**src/rtl/uart_rx.sv**
```systemverilog
// UART receiver: 16x-oversampled start detect, centre-sampled LSB-first data, stop-bit check.
// Presents the received word with a single-cycle completion pulse and a framing-error flag.
module uart_rx #(
    parameter int unsigned DBIT    = 8,
    parameter int unsigned SB_TICK = 16
) (
    input  logic            clk,
    input  logic            reset,
    input  logic            rx,
    input  logic            s_tick,
    output logic            rx_done_tick,
    output logic [DBIT-1:0] dout,
    output logic            frame_err
);

    localparam int unsigned SW = (SB_TICK > 16) ? $clog2(SB_TICK) : 4;
    localparam int unsigned NW = (DBIT > 1) ? $clog2(DBIT) : 1;

    typedef enum logic [1:0] {IDLE, START, DATA, STOP} state_e;

    state_e          state_q, state_d;
    logic [SW-1:0]   s_q, s_d;
    logic [NW-1:0]   n_q, n_d;
    logic [DBIT-1:0] b_q, b_d;
    logic [DBIT-1:0] dout_q, dout_d;
    logic            ferr_q, ferr_d;
    logic            done_q, done_d;
    logic            rx_meta_q, rx_sync_q;

    // Next-state and datapath; everything except leaving IDLE waits for s_tick.
    always_comb begin
        state_d = state_q;
        s_d     = s_q;
        n_d     = n_q;
        b_d     = b_q;
        dout_d  = dout_q;
        ferr_d  = ferr_q;
        done_d  = 1'b0;
        case (state_q)
            IDLE: begin
                if (!rx_sync_q) begin
                    state_d = START;
                    s_d     = '0;
                end
            end
            START: begin
                if (s_tick) begin
                    if (s_q == SW'(7)) begin
                        if (!rx_sync_q) begin
                            state_d = DATA;
                            s_d     = '0;
                            n_d     = '0;
                        end else begin
                            state_d = IDLE;
                        end
                    end else begin
                        s_d = s_q + SW'(1);
                    end
                end
            end
            DATA: begin
                if (s_tick) begin
                    if (s_q == SW'(15)) begin
                        s_d = '0;
                        b_d = {rx_sync_q, b_q[DBIT-1:1]};
                        if (n_q == NW'(DBIT - 1)) begin
                            state_d = STOP;
                        end else begin
                            n_d = n_q + NW'(1);
                        end
                    end else begin
                        s_d = s_q + SW'(1);
                    end
                end
            end
            STOP: begin
                if (s_tick) begin
                    if (s_q == SW'(SB_TICK - 1)) begin
                        state_d = IDLE;
                        done_d  = 1'b1;
                        dout_d  = b_q;
                        ferr_d  = ~rx_sync_q;
                    end else begin
                        s_d = s_q + SW'(1);
                    end
                end
            end
            default: state_d = IDLE;
        endcase
    end

    // State, counters, outputs and the 2-FF rx synchronizer (idle-high reset).
    always_ff @(posedge clk) begin
        if (reset) begin
            state_q   <= IDLE;
            s_q       <= '0;
            n_q       <= '0;
            b_q       <= '0;
            dout_q    <= '0;
            ferr_q    <= 1'b0;
            done_q    <= 1'b0;
            rx_meta_q <= 1'b1;
            rx_sync_q <= 1'b1;
        end else begin
            state_q   <= state_d;
            s_q       <= s_d;
            n_q       <= n_d;
            b_q       <= b_d;
            dout_q    <= dout_d;
            ferr_q    <= ferr_d;
            done_q    <= done_d;
            rx_meta_q <= rx;
            rx_sync_q <= rx_meta_q;
        end
    end

    assign rx_done_tick = done_q;
    assign dout         = dout_q;
    assign frame_err    = ferr_q;

endmodule
```
**config.mk**
```make
export PLATFORM = sky130hd
export DESIGN_NAME = uart_rx
export DESIGN_NICKNAME = d
export VERILOG_FILES = /design/src/rtl/uart_rx.sv
export SDC_FILE = /design/constraint.sdc
export NUM_CORES = 1
export LEC_CHECK = 0
export CAP_MARGIN = 40
export CORE_AREA = 2 2 50 52
export DETAILED_ROUTE_END_ITERATION = 8
export DIE_AREA = 0 0 52 54
export GPL_TIMING_DRIVEN = 0
export HOLD_SLACK_MARGIN = 0.03
export PLACE_DENSITY = 0.8
export SETUP_SLACK_MARGIN = 0.15
export SLEW_MARGIN = 20
export SYNTH_ARGS = -nofsm -noshare
export SYNTH_HDL_FRONTEND = slang
export SYNTH_SLANG_ARGS = --single-unit
```
**constraint.sdc**
```tcl
create_clock -name clk -period 3.85 [get_ports clk]
set_input_delay 0.9625 -clock clk [delete_from_list [all_inputs] [get_ports clk]]
set_output_delay 0.9625 -clock clk [all_outputs]
set_load 0.01 [all_outputs]
```
== Word-level counts from Yosys, hierarchy flattened ==
Index checks and enable logic that the tools add are counted.

* Input bits: 4
* Memories: 0
* Word-level logic and storage cells: 65
* Output and inout bits: 10
* Bits in registers: 29
* Bits in read-only memories: 0
* Latch bits: 0
* Memory bits (writable): 0

* $mul: 0
* Shift operators: 0
* Equality and inequality tests: 17
* Mux-type cells: 26
* Divide/modulo/power cells: 0
* Bitwise gates (word level): 3
* Add/sub/neg operators: 2
* $lt $le $gt $ge: 0
* Reductions and logical operators: 8

{| class="wikitable"
|+ Operator list
! operator !! count
|-
| 2-to-1 mux 4 bit || 7
|-
| inequality test 2 bit (second input constant) || 11
|-
| 2-to-1 mux 2 bit || 9
|-
| 2-to-1 mux 3 bit || 6
|-
| one-hot mux 4 bit (4 select lines) || 1
|-
| one-hot mux 2 bit (4 select lines) || 1
|-
| AND reduction 8 bit || 1
|-
| AND reduction 7 bit || 1
|-
| one-hot mux 3 bit (2 select lines) || 1
|-
| AND reduction 3 bit || 2
|-
| adder 4 x 1 -> 4 bit (second input constant) || 1
|-
| equality test 2 bit (second input constant) || 2
|-
| equality test 4 x 3 -> 1 bit (second input constant) || 1
|-
| equality test 4 bit (second input constant) || 1
|-
| AND reduction 4 bit || 1
|-
| adder 3 x 1 -> 3 bit (second input constant) || 1
|-
| equality test 3 bit (second input constant) || 1
|-
| inverter 1 bit || 3
|-
| OR reduction 3 bit || 1
|-
| equality test 2 x 1 -> 1 bit (second input constant) || 1
|-
| logical NOT 2 bit || 1
|-
| nonzero test 2 bit || 1
|-
| 2-to-1 mux 1 bit || 1
|}

== Depth between registers and ports, before layout ==
Gate-level depths: netlist of run 1.

* Depth after elaboration: 5
* Gate-level depth with buffers: 6
* Mapped depth without buffers: 5

== Least setup slack after synthesis of run 1 ==
OpenSTA, ideal clock, no wires.

* Path kind: input port to flip-flop
* From: input s_tick
* To: register dout_q[0] (netlist: dout[0])
* Required time: 3722 ps
* Arrival: 1708 ps
* Setup time: 128 ps
* Buffers on the path: 1
* Stages on the path: 5
* Slack: 2015 ps
* Cells stage by stage: nand2_2 or3_1 buf_6 mux2i_1 nor2_1

* Cells in the longest elaborated chain, start to end: 1

{| class="wikitable"
|+ Ends and longest elaborated chain
! element !! RTL line !! RTL
|-
| start: declaration || 10 || <nowiki>input logic s_tick,</nowiki>
|-
| AND reduction 3 bit (no line) || n/a ||
|-
| end signal: assignment || 109 || <nowiki>dout_q <= dout_d;</nowiki>
|-
| end: declaration || 25 || <nowiki>logic [DBIT-1:0] dout_q, dout_d;</nowiki>
|}

Every way passes these cells.
A chain may end at the register's enable or synchronous reset.

== Worst setup path in the final report of run 1 ==
* From: register dout_q[7] (netlist: dout[7])
* To: output dout[7]

{| class="wikitable"
|+ RTL lines
! element !! RTL line !! RTL
|-
| end: declaration || 12 || <nowiki>output logic [DBIT-1:0] dout,</nowiki>
|}

No word-level cell between the ends.

==> impl_results.md, run 1 <==
- Hold path endpoint: rx_sync_q$_SDFF_PP1_
- Initial antenna violation count: 0
- Max VDD drop: between 0.2 and 0.3 mV
- Worst Tran Pin Value: 534 ps
- Clock latency on the worst-skew pair: 340 ps
- Kind of end point of the critical path: primary output
- Final std cells w/o fill: 187
- WHS Path Cells: 1
- Drt drc: 0
- Largest family of logic cells by synthesized area: simple AND/OR/NAND/NOR gates
- Clk slew on worst S/H paths: about 100 ps
- XOR/XNOR Fraction of Synth Area: 0.00690
- WL met3: roughly 130 um
- Top cells by count, synth: dfxtp_1 (29), nor2_1 (25), mux2i_1 (19)
- Final wirelength: 2.54 mm
- Status: finished clean
- Ys async rst share: 0
- Top cell type's share of synthesized area: 0.458
- First-pass GRT wire length: between 4 and 5 mm
- Syn_nets: around 140
- Largest net degree at the start of global routing: 11
- Hold Crit Start: rx_meta_q$_SDFF_PP1_
- Met2 routed WL: ~1.3 mm
- DR vias: approximately 1100
- Clock skew: 20.1 ps
- CORE AREA: 0.00232 mm^2
- I/O pin count: 14
- Placed insts: 180
- Dpl ws: around 1300 ps
- Clock sinks: 29
- Tmin final: 2200 ps
- Cell taking the most area after synthesis: dfxtp_1
- Slew Viols, Final: 0
- Multiplexer share of the synthesized area: 0.150
- Drt wl/cell: around 14 um
- Post-synth cell types: 34
- NetSw: roughly 0.12 mW
- Critical path, cell by cell: clkdlybuf4s50_1
- Synth Cell Area: between 0.001 and 0.0015 mm^2
- CP Class: register to primary output
- Total gr overflow: 0
- Gr usage total: 0.205
- Cts repair resizes: 0
- Clk buf depth: 2
- Via/cell ratio: approximately 5.6
- Post-synth EDFFs: 0
- Power density over cell area: ~340 mW/mm^2
- Die ar.: ~0.0028 mm^2
- Worst path depth: 1
- Minimum hold slack: about 400 ps
- Hold Path Class: register to register
- Crit path max fanout: 2
- Post-DP HPWL: 1.74 mm
- Synthesized instance count: ~140
- Die Y: 54 um
- Multi-input gate area: 618 um^2
- Final RePlAce weighted congestion: just over 0.8
- Reg2Reg Setup Slack: between 2000 and 2500 ps
- Startpoint Class: register
- Comb power frac: 0.042
- Initial Util: 0.547
- Ys Warns: 0
- Max Cap Viol: 0
- #FFs+latches synth: 29
- Critical path's top delay family: buffers and inverters
- Setup bufs post-CTS: 0
- Unrepaired setup endpoints after global routing: false
- Filler instances: about 200
- Reg power frac: 0.593
- H-tree depth: 2
- Port Buffer Count: 13
- Vias in the first global route: ~930
- DRT antenna net count: 0
- Setup_tns: 0 ps
- Drt initial violations: 16
- Int Pwr: between 0.3 and 0.4 mW
- Met1 wire length: 1.09 mm
- Crit-path slowest cell: clkdlybuf4s50_1
- Leak pwr: between 0.6 and 0.7 nW
- Cell Rows: 18
- Area Overhead vs Synth: 17.6%
- FF-to-FF Start: s_q[0]$_SDFFE_PP0P_
- CP required: slightly below 3000 ps
- Count leader, synth: dfxtp_1
- Max stage delay on crit path: between 500 and 600 ps
- Final setup viols: 0
- Synth top area cells: dfxtp_1 (46%), mux2i_1 (15%), nor2_1 (7.4%)
- Complex-gate fraction of the synthesized area: 0.106
- Mean post-synth cell area: between 9 and 10 um^2
- Synth Flop Type: dfxtp_1
- Simple-Gate Fraction of Synth Area: 0.195
- Slew Limit Headroom: 0.644
- Reg2Reg Capture Point: dout[1]$_SDFFE_PP0P_
- Final period util: 0.571
- Crit path DAT: around 1200 ps
- Root buf cell: clkbuf_4
- Share of cells above drive strength 1: 0.102
- Max Clk Rate: around 450 MHz
- Net Sw Frac: 0.226
- Register area: around 580 um^2
- Cells on worst reg2reg path: 6
- Final Hold Fails: 0
- Register area share after synthesis: 0.458
- Worst Path Buf+Inv: 1
- Final worst setup slack: 1650 ps
- Adder-Cell Fraction of Synth Area: 0.0296
- N_diodes: 0
- Post-CTS Hold Fix Bufs: 0
- TritonCTS clock tree: built
- DIE WIDTH: 52 um
- DR top layer: met4
- Clock network fraction of total power: 0.365
- Final Net Count: roughly 160
- Total CTS buffers: 5
- Initial DRT Pass Iterations: 4
-- power groups by stage --
stage,Clock (mW),Combinational (mW),Sequential [mW]
after CTS,0.189,0.0213,0.303
after floorplan,0,0.0133,0.310
after global routing,0.203,0.0235,0.304
after detailed placement,0,0.0211,0.310
after global placement,0,0.0205,0.310
final,0.187,0.0215,0.303
-- logic make-up (layout without fill, tap and decap cells) --
kind of cell / Yosys count / in the layout
flops: 29 / 29
simple gates: 52 / 52
compound gates: 20 / 20
mux: 19 / 19
fa+ha+maj: 3 / 3
buf+inv: 13 / 33
xor+xnor: 1 / 1
-- worst max-delay path by stage --
stage | start | to | slack, ps
finish | dout[7]$_SDFFE_PP0P_ | dout[7] | 1650
global placement | reset | b_q[6]$_SDFFE_PP0P_ | 1340
detailed placement | reset | b_q[3]$_SDFFE_PP0P_ | 1320
floorplan | s_tick | dout[0]$_SDFFE_PP0P_ | 2010
CTS | dout[7]$_SDFFE_PP0P_ | dout[7] | 1640
global route | reset | b_q[4]$_SDFFE_PP0P_ | 1520
-- metrics by stage --
stage / utilization / area [um^2] / power, mW
after floorplan: - / 1270 / 0.323
after global placement: 0.619 / 1440 / 0.331
final: 0.643 / 1490 / 0.512
after CTS: 0.643 / 1490 / 0.513
after global routing: 0.643 / 1490 / 0.530
after detailed placement: 0.619 / 1440 / 0.331
-- layout by cell type (no fill, tap or decap), drive strengths merged, types with 2 or more instances in the layout --
master,count
a211oi,4
a21oi,6
buf,6
clkbuf,10
clkdlybuf4s50,13
dfxtp,29
ha,3
inv,4
mux2i,19
nand2,7
nand2b,5
nand3,4
nor2,25
nor3,2
o21ai,3
or2,2
-- per-layer routing --
layer	track usage	vias to the layer above
met5	0	-
met4	0.0921	0
met3	0.0833	5
met2	0.350	26
met1	0.224	509
li1	-	513
-- state kept, by name (all words and copies together) (netlist names), named ones only --
name,flops
frame_err,1
state_q,1
s_q,4
rx_done_tick,1
b_q,8
rx_meta_q,1
n_q,3
dout,8
rx_sync_q,1
-- layout make-up --
cell class | instances | share of cell area
Tap cell | 30 | 0.0252
Timing Repair Buffer | 13 | 0.0872
Buffer | 9 | 0.0369
Sequential cell | 29 | 0.389
Multi-Input combinational cell | 95 | 0.414
Inverter | 4 | 0.0101
Clock buffer | 7 | 0.0369
Note: power is estimated with default switching activity, not from simulation.
==> run 2, diff against run 1 <==
Settings changed: CORE_AREA 2 2 50 52 to 2 2 54 56, DIE_AREA 0 0 52 54 to 0 0 56 58, PLACE_DENSITY 0.8 to 0.72.
Clock period 3.85 ns to 1.97 ns, I/O delays scaled along.
==> run 2 against run 1 <==
Compared with the run above:
- final cell count is 1.1% higher
- critical path depth grew 5
- global-route usage is 3.1 points lower
- non-clock buffer count unchanged
- sequential power rose by 95%
- final area up 2.3%
- sequential cell count unchanged
- combinational power grew 98%
- clock power increased to 2.7 times the previous value
- largest cell class unchanged
==> impl_results.md, run 2 (synthesized netlist as in run 1, its figures left out) <==
- Status: finished clean
- Total gr overflow: 0
- Overall Power: roughly 1.1 mW
- Setup_tns: 0 ps
- Final worst setup slack: around 260 ps
- CP required: 2170 ps
- Drt drc: 0
- Placed insts: between 150 and 200
- Commonest non-fill, non-tap cell in the layout: dfxtp_1
- Worst Tran Pin Value: about 500 ps
- Final wirelength: between 2 and 2.5 mm
- FF-to-FF Start: s_q[0]$_SDFFE_PP0P_
- N_diodes: 0
- Setup crit start: s_tick
- Final RePlAce weighted congestion: 0.914
- Leak pwr: approximately 0.63 nW
- Initial antenna violation count: 0
- DRT antenna net count: 0
- Setup bufs post-CTS: 0
- Share of cells above drive strength 1: 0.120
- Final core utilization: 0.573
- Largest net degree at the start of global routing: 11
- Initial Util: 0.477
- Startpoint Class: input port
- Max VDD drop: 0.540 mV
- DIE WIDTH: roughly 56 um
- Clk buf depth: 2
- Max Cap Viol: 0
- Initial DRT Pass Iterations: 4
- Total CTS buffers: 5
- I/O pin count: 14
- Hold Path Class: register to register
- Clock latency on the worst-skew pair: between 300 and 400 ps
- Final period util: 0.867
- Reg2Reg Capture Point: dout[6]$_SDFFE_PP0P_
- Area Overhead vs Synth: 20.3%
- Dpl ws: -81.3 ps
- Max Clk Rate: 586 MHz
- First-pass GRT wire length: 4.31 mm
- Crit path max fanout: 10
- Clock sinks: 29
- Via/cell ratio: approximately 5.4
- Clk slew on worst S/H paths: 80 ps
- Kind of end point of the critical path: register
- Max stage delay on crit path: roughly 560 ps
- Cells on worst reg2reg path: 6
- Clock skew: about 11 ps
- Final setup viols: 0
- Final Net Count: between 150 and 200
- Power density over cell area: between 700 and 800 mW/mm^2
- Cts repair resizes: 0
- H-tree depth: 2
- CORE AREA: between 0.002 and 0.003 mm^2
- Crit path DAT: between 1500 and 2000 ps
- Reg2Reg Setup Slack: between 300 and 400 ps
- Crit-path slowest cell: clkdlybuf4s50_1
- Critical path, cell by cell: clkdlybuf4s50_1 -> nand2_2 -> or3_1 -> buf_6 -> mux2i_1 -> nor2_1
- Die Y: just under 60 um
- Most frequent cells in the layout: dfxtp_1 (29), nor2_1 (25), mux2i_1 (19)
- Gr usage total: 0.174
- Root buf cell: clkbuf_4
- Slew Viols, Final: 0
- Port Buffer Count: 13
- Slew Limit Headroom: 0.665
- Vias in the first global route: 986
- Post-DP HPWL: 1.70 mm
- Unrepaired setup endpoints after global routing: false
- Worst Setup EP: dout[6]$_SDFFE_PP0P_
- CP Class: input port to register
- Drt initial violations: 32
- Drt wl/cell: 13.0 um
- Final Hold Fails: 0
- Die ar.: around 0.0032 mm^2
- DR vias: slightly above 1000
- Tmin final: 1710 ps
- Final std cells w/o fill: between 150 and 200
- TritonCTS clock tree: built
- Post-CTS Hold Fix Bufs: 0
- Cell Rows: 19
[run 2: cell types whose count changed in the layout (fill, tap and decap cells not counted)]
cell,change
bufinv_16,+1
clkbuf_1,-1
ha_2,+1
clkbuf_2,+1
ha_1,-1
[run 2: worst min path at each step]
| stage | start | to | slack, ps | depth (start not counted) |
|---|---|---|---|---|
| floorplan | rx_meta_q$_SDFF_PP1_ | rx_sync_q$_SDFF_PP1_ | 390 | 1 |
| global placement | rx_meta_q$_SDFF_PP1_ | rx_sync_q$_SDFF_PP1_ | 390 | 1 |
| global route | rx_meta_q$_SDFF_PP1_ | rx_sync_q$_SDFF_PP1_ | 450 | 1 |
| CTS | rx_meta_q$_SDFF_PP1_ | rx_sync_q$_SDFF_PP1_ | 430 | 1 |
| detailed placement | rx_meta_q$_SDFF_PP1_ | rx_sync_q$_SDFF_PP1_ | 410 | 1 |
| finish | rx_meta_q$_SDFF_PP1_ | rx_sync_q$_SDFF_PP1_ | 430 | 1 |
[run 2: per-layer routing]
| layer | routed length [um] | global-route usage | part of all wire | vias to the layer above |
|---|---|---|---|---|
| met3 | 127 | 0.0603 | 0.052 | 6 |
| met2 | 1160 | 0.286 | 0.47 | 24 |
| li1 | - | - | - | 512 |
| met4 | 44 | 0.0816 | 0.018 | 0 |
| met1 | 1130 | 0.207 | 0.46 | 473 |
| met5 | 0 | 0 | 0 | - |
[run 2: through the flow]
stage	cell area, um^2	hold slack, ps
2_1_floorplan	1270	389
3_3_place_gp	1440	393
3_5_place_dp	1440	412
4_1_cts	1520	433
5_1_grt	1530	453
6_report	1530	429
[run 2: critical path: cells and delay by family]
| kind | cells | cell delay (ps) |
|---|---|---|
| muxes | 1 | 140 |
| and+or+nand+nor | 3 | 550 |
| buffers and inverters | 2 | 720 |
[run 2: report_power, final]
group	internal (mW)	switching, mW
logic	0.0169	0.0256
registers	0.590	0.00278
clock network	0.303	0.209
[run 2: area by class of cell]
class / instances / area, um^2
fill: 253 / 1140
multi-input combinational: 95 / 621
sequential: 29 / 581
timing repair buffer: 13 / 130
buffer: 9 / 56.3
clock buffer: 7 / 55.1
tap: 31 / 38.8
clock inverter: 1 / 30.0
inverter: 4 / 15.0
==> run 3, diff against run 2 <==
Settings changed: CORE_AREA 2 2 54 56 to 2 2 49 51, DIE_AREA 0 0 56 58 to 0 0 51 53, DONT_BUFFER_PORTS set to 1, HOLD_SLACK_MARGIN 0.03 to 0.05, PLACE_DENSITY 0.72 to 0.74.
Clock period 1.97 ns to 1.6 ns, I/O delays scaled along.
==> run 3 against run 2 <==
Compared with the run above:
- hold slack got worse by 260 ps
- sequential power grew 23%
- wire length grew 9.1%
- highest routed layer unchanged
==> impl_results.md, run 3 (synthesized netlist as in run 1, its figures left out) <==
- Status: finished clean
- Final Instance Area: ~0.0015 mm^2
- Max Clk Rate: 688 MHz
- Total gr overflow: 0
- Comb power frac: 0.043
- Clock sinks: 29
- Crit path DAT: ~1700 ps
- Die ar.: approximately 0.0027 mm^2
- I/O pin count: 14
- CP required: around 1800 ps
- Final setup viols: 0
- CORE AREA: between 0.002 and 0.0025 mm^2
- Share of cells above drive strength 1: 0.234
- Crit-path slowest cell: dfxtp_2
- Total CTS buffers: 5
- Clock network fraction of total power: 0.353
- Port Buffer Count: 0
- Filler instances: between 150 and 200
- Slew Limit Headroom: 0.643
- Clk slew on worst S/H paths: 90 ps
- CP Class: register to register
- Max VDD drop: roughly 0.79 mV
- Final RePlAce weighted congestion: between 0.8 and 0.9
- Root buf cell: clkbuf_4
- Leak pwr: 0.636 nW
- Final wirelength: 2.69 mm
- Critical path, cell by cell: ha_4 -> nand2_4 -> nor3_2 -> buf_4 -> mux2i_1 -> nor2_1
- Net Sw Frac: 0.245
- First-pass GRT wire length: between 4 and 5 mm
- Largest net degree at the start of global routing: 11
- Initial DRT Pass Iterations: 4
- Post-DP HPWL: between 1.5 and 2 mm
- Max Cap Viol: 0
- Startpoint Class: register
- Placed insts: ~170
- DR vias: ~1000
- Crit path max fanout: 5
- Most frequent cells in the layout: nor2_1 (25), dfxtp_1 (25), mux2i_1 (19)
- Slew Viols, Final: 0
- Initial antenna violation count: 0
- TritonCTS clock tree: built
- NetSw: 0.296 mW
- Initial Util: 0.591
- Vias in the first global route: 1021
- Max stage delay on crit path: 370 ps
- Hold Path Class: input port to register
- Worst Tran Pin Value: about 540 ps
- Final std cells w/o fill: ~180
- Clock latency on the worst-skew pair: between 300 and 400 ps
- Final core utilization: 0.704
- Clk buf depth: 2
- Int Pwr: around 0.91 mW
- Final period util: 0.909
- Die Y: between 50 and 60 um
- Drt initial violations: 38
- Unrepaired setup endpoints after global routing: true
- Power density over cell area: 799 mW/mm^2
- Post-CTS Hold Fix Bufs: 0
- Drt wl/cell: between 10 and 15 um
- Placed cell area: 0.00132 mm^2
- N_diodes: 0
- Gr usage total: 0.226
- Cell Rows: 17
- Tmin final: around 1500 ps
- DRT antenna net count: 0
- Final Net Count: 160
- Kind of end point of the critical path: register
- Setup_tns: 0 ps
- Via/cell ratio: approximately 5.6
- H-tree depth: 2
- Clock skew: around 12 ps
- Drt drc: 0
- DIE WIDTH: 51 um
- Area Overhead vs Synth: 19.2%
- Final Hold Fails: 0
- Reg power frac: 0.604
## run 3: cell types whose count changed in the layout (fill, tap and decap cells not counted), moves of 2 or more
cell / previous run / this run
clkdlybuf4s50_1: 13 / 0
dfxtp_1: 29 / 25
dfxtp_2: 0 / 4
buf_4: 3 / 9
clkinv_2: 0 / 2
buf_6: 1 / 4
## run 3: final cells by class
cell class	instances	area, um^2	share of cell area
flip-flops and latches	29	586	0.387
clock inverters	2	10.0	0.00662
well taps	28	35.0	0.0232
clock buffers	6	41.3	0.0273
repair buffers	9	71.3	0.0471
multi-input cells	95	689	0.456
inverters	4	15.0	0.00993
plain buffers	9	65.1	0.0430
## run 3: power groups by stage
stage	clock, mW	sequential [mW]	combinational (mW)
finish	0.427	0.730	0.0525
global placement	0	0.747	0.0407
global route	0.469	0.731	0.0575
CTS	0.434	0.730	0.0464
floorplan	0	0.746	0.0323
detailed placement	0	0.747	0.0420
## run 3: worst paths after layout
check             slack [ps]  depth (start not counted)                 start              endpoint
hold / removal           170                          1                    rx  rx_meta_q$_SDFF_PP1_
setup reg to reg         150                          6   s_q[1]$_SDFFE_PP0P_   b_q[4]$_SDFFE_PP0P_
setup / recovery         150                          6   s_q[1]$_SDFFE_PP0P_   b_q[4]$_SDFFE_PP0P_
hold reg to reg          420                          1  rx_meta_q$_SDFF_PP1_  rx_sync_q$_SDFF_PP1_
## run 3: worst max-delay path, delay by kind of cell (launching register included)
| kind | cells | cell delay, ps |
|---|---|---|
| mux | 1 | 210 |
| flops | 1 | 370 |
| simple gates | 3 | 360 |
| buf+inv | 1 | 210 |
| fa+ha+maj | 1 | 170 |
## run 3: stage by stage
step           power (mW)  worst slack, ps  hold slack (ps)
2_1_floorplan       0.778              178              389
3_3_place_gp        0.787             94.8              393
3_5_place_dp        0.789             38.5              400
4_1_cts              1.21              141              161
5_1_grt              1.26             58.0              160
6_report             1.21              146              171
## run 3: routing by layer
metal	track usage	share of wire
met5	0	0
met4	0.135	0.018
met3	0.0819	0.051
met2	0.357	0.49
met1	0.261	0.44
## run 3: repair_timing
action	CTS	global route
setup endpoints to repair	23	23
setup buffers	3	4
resized for setup	6	16
pin swaps	1	3
cloned	1	1
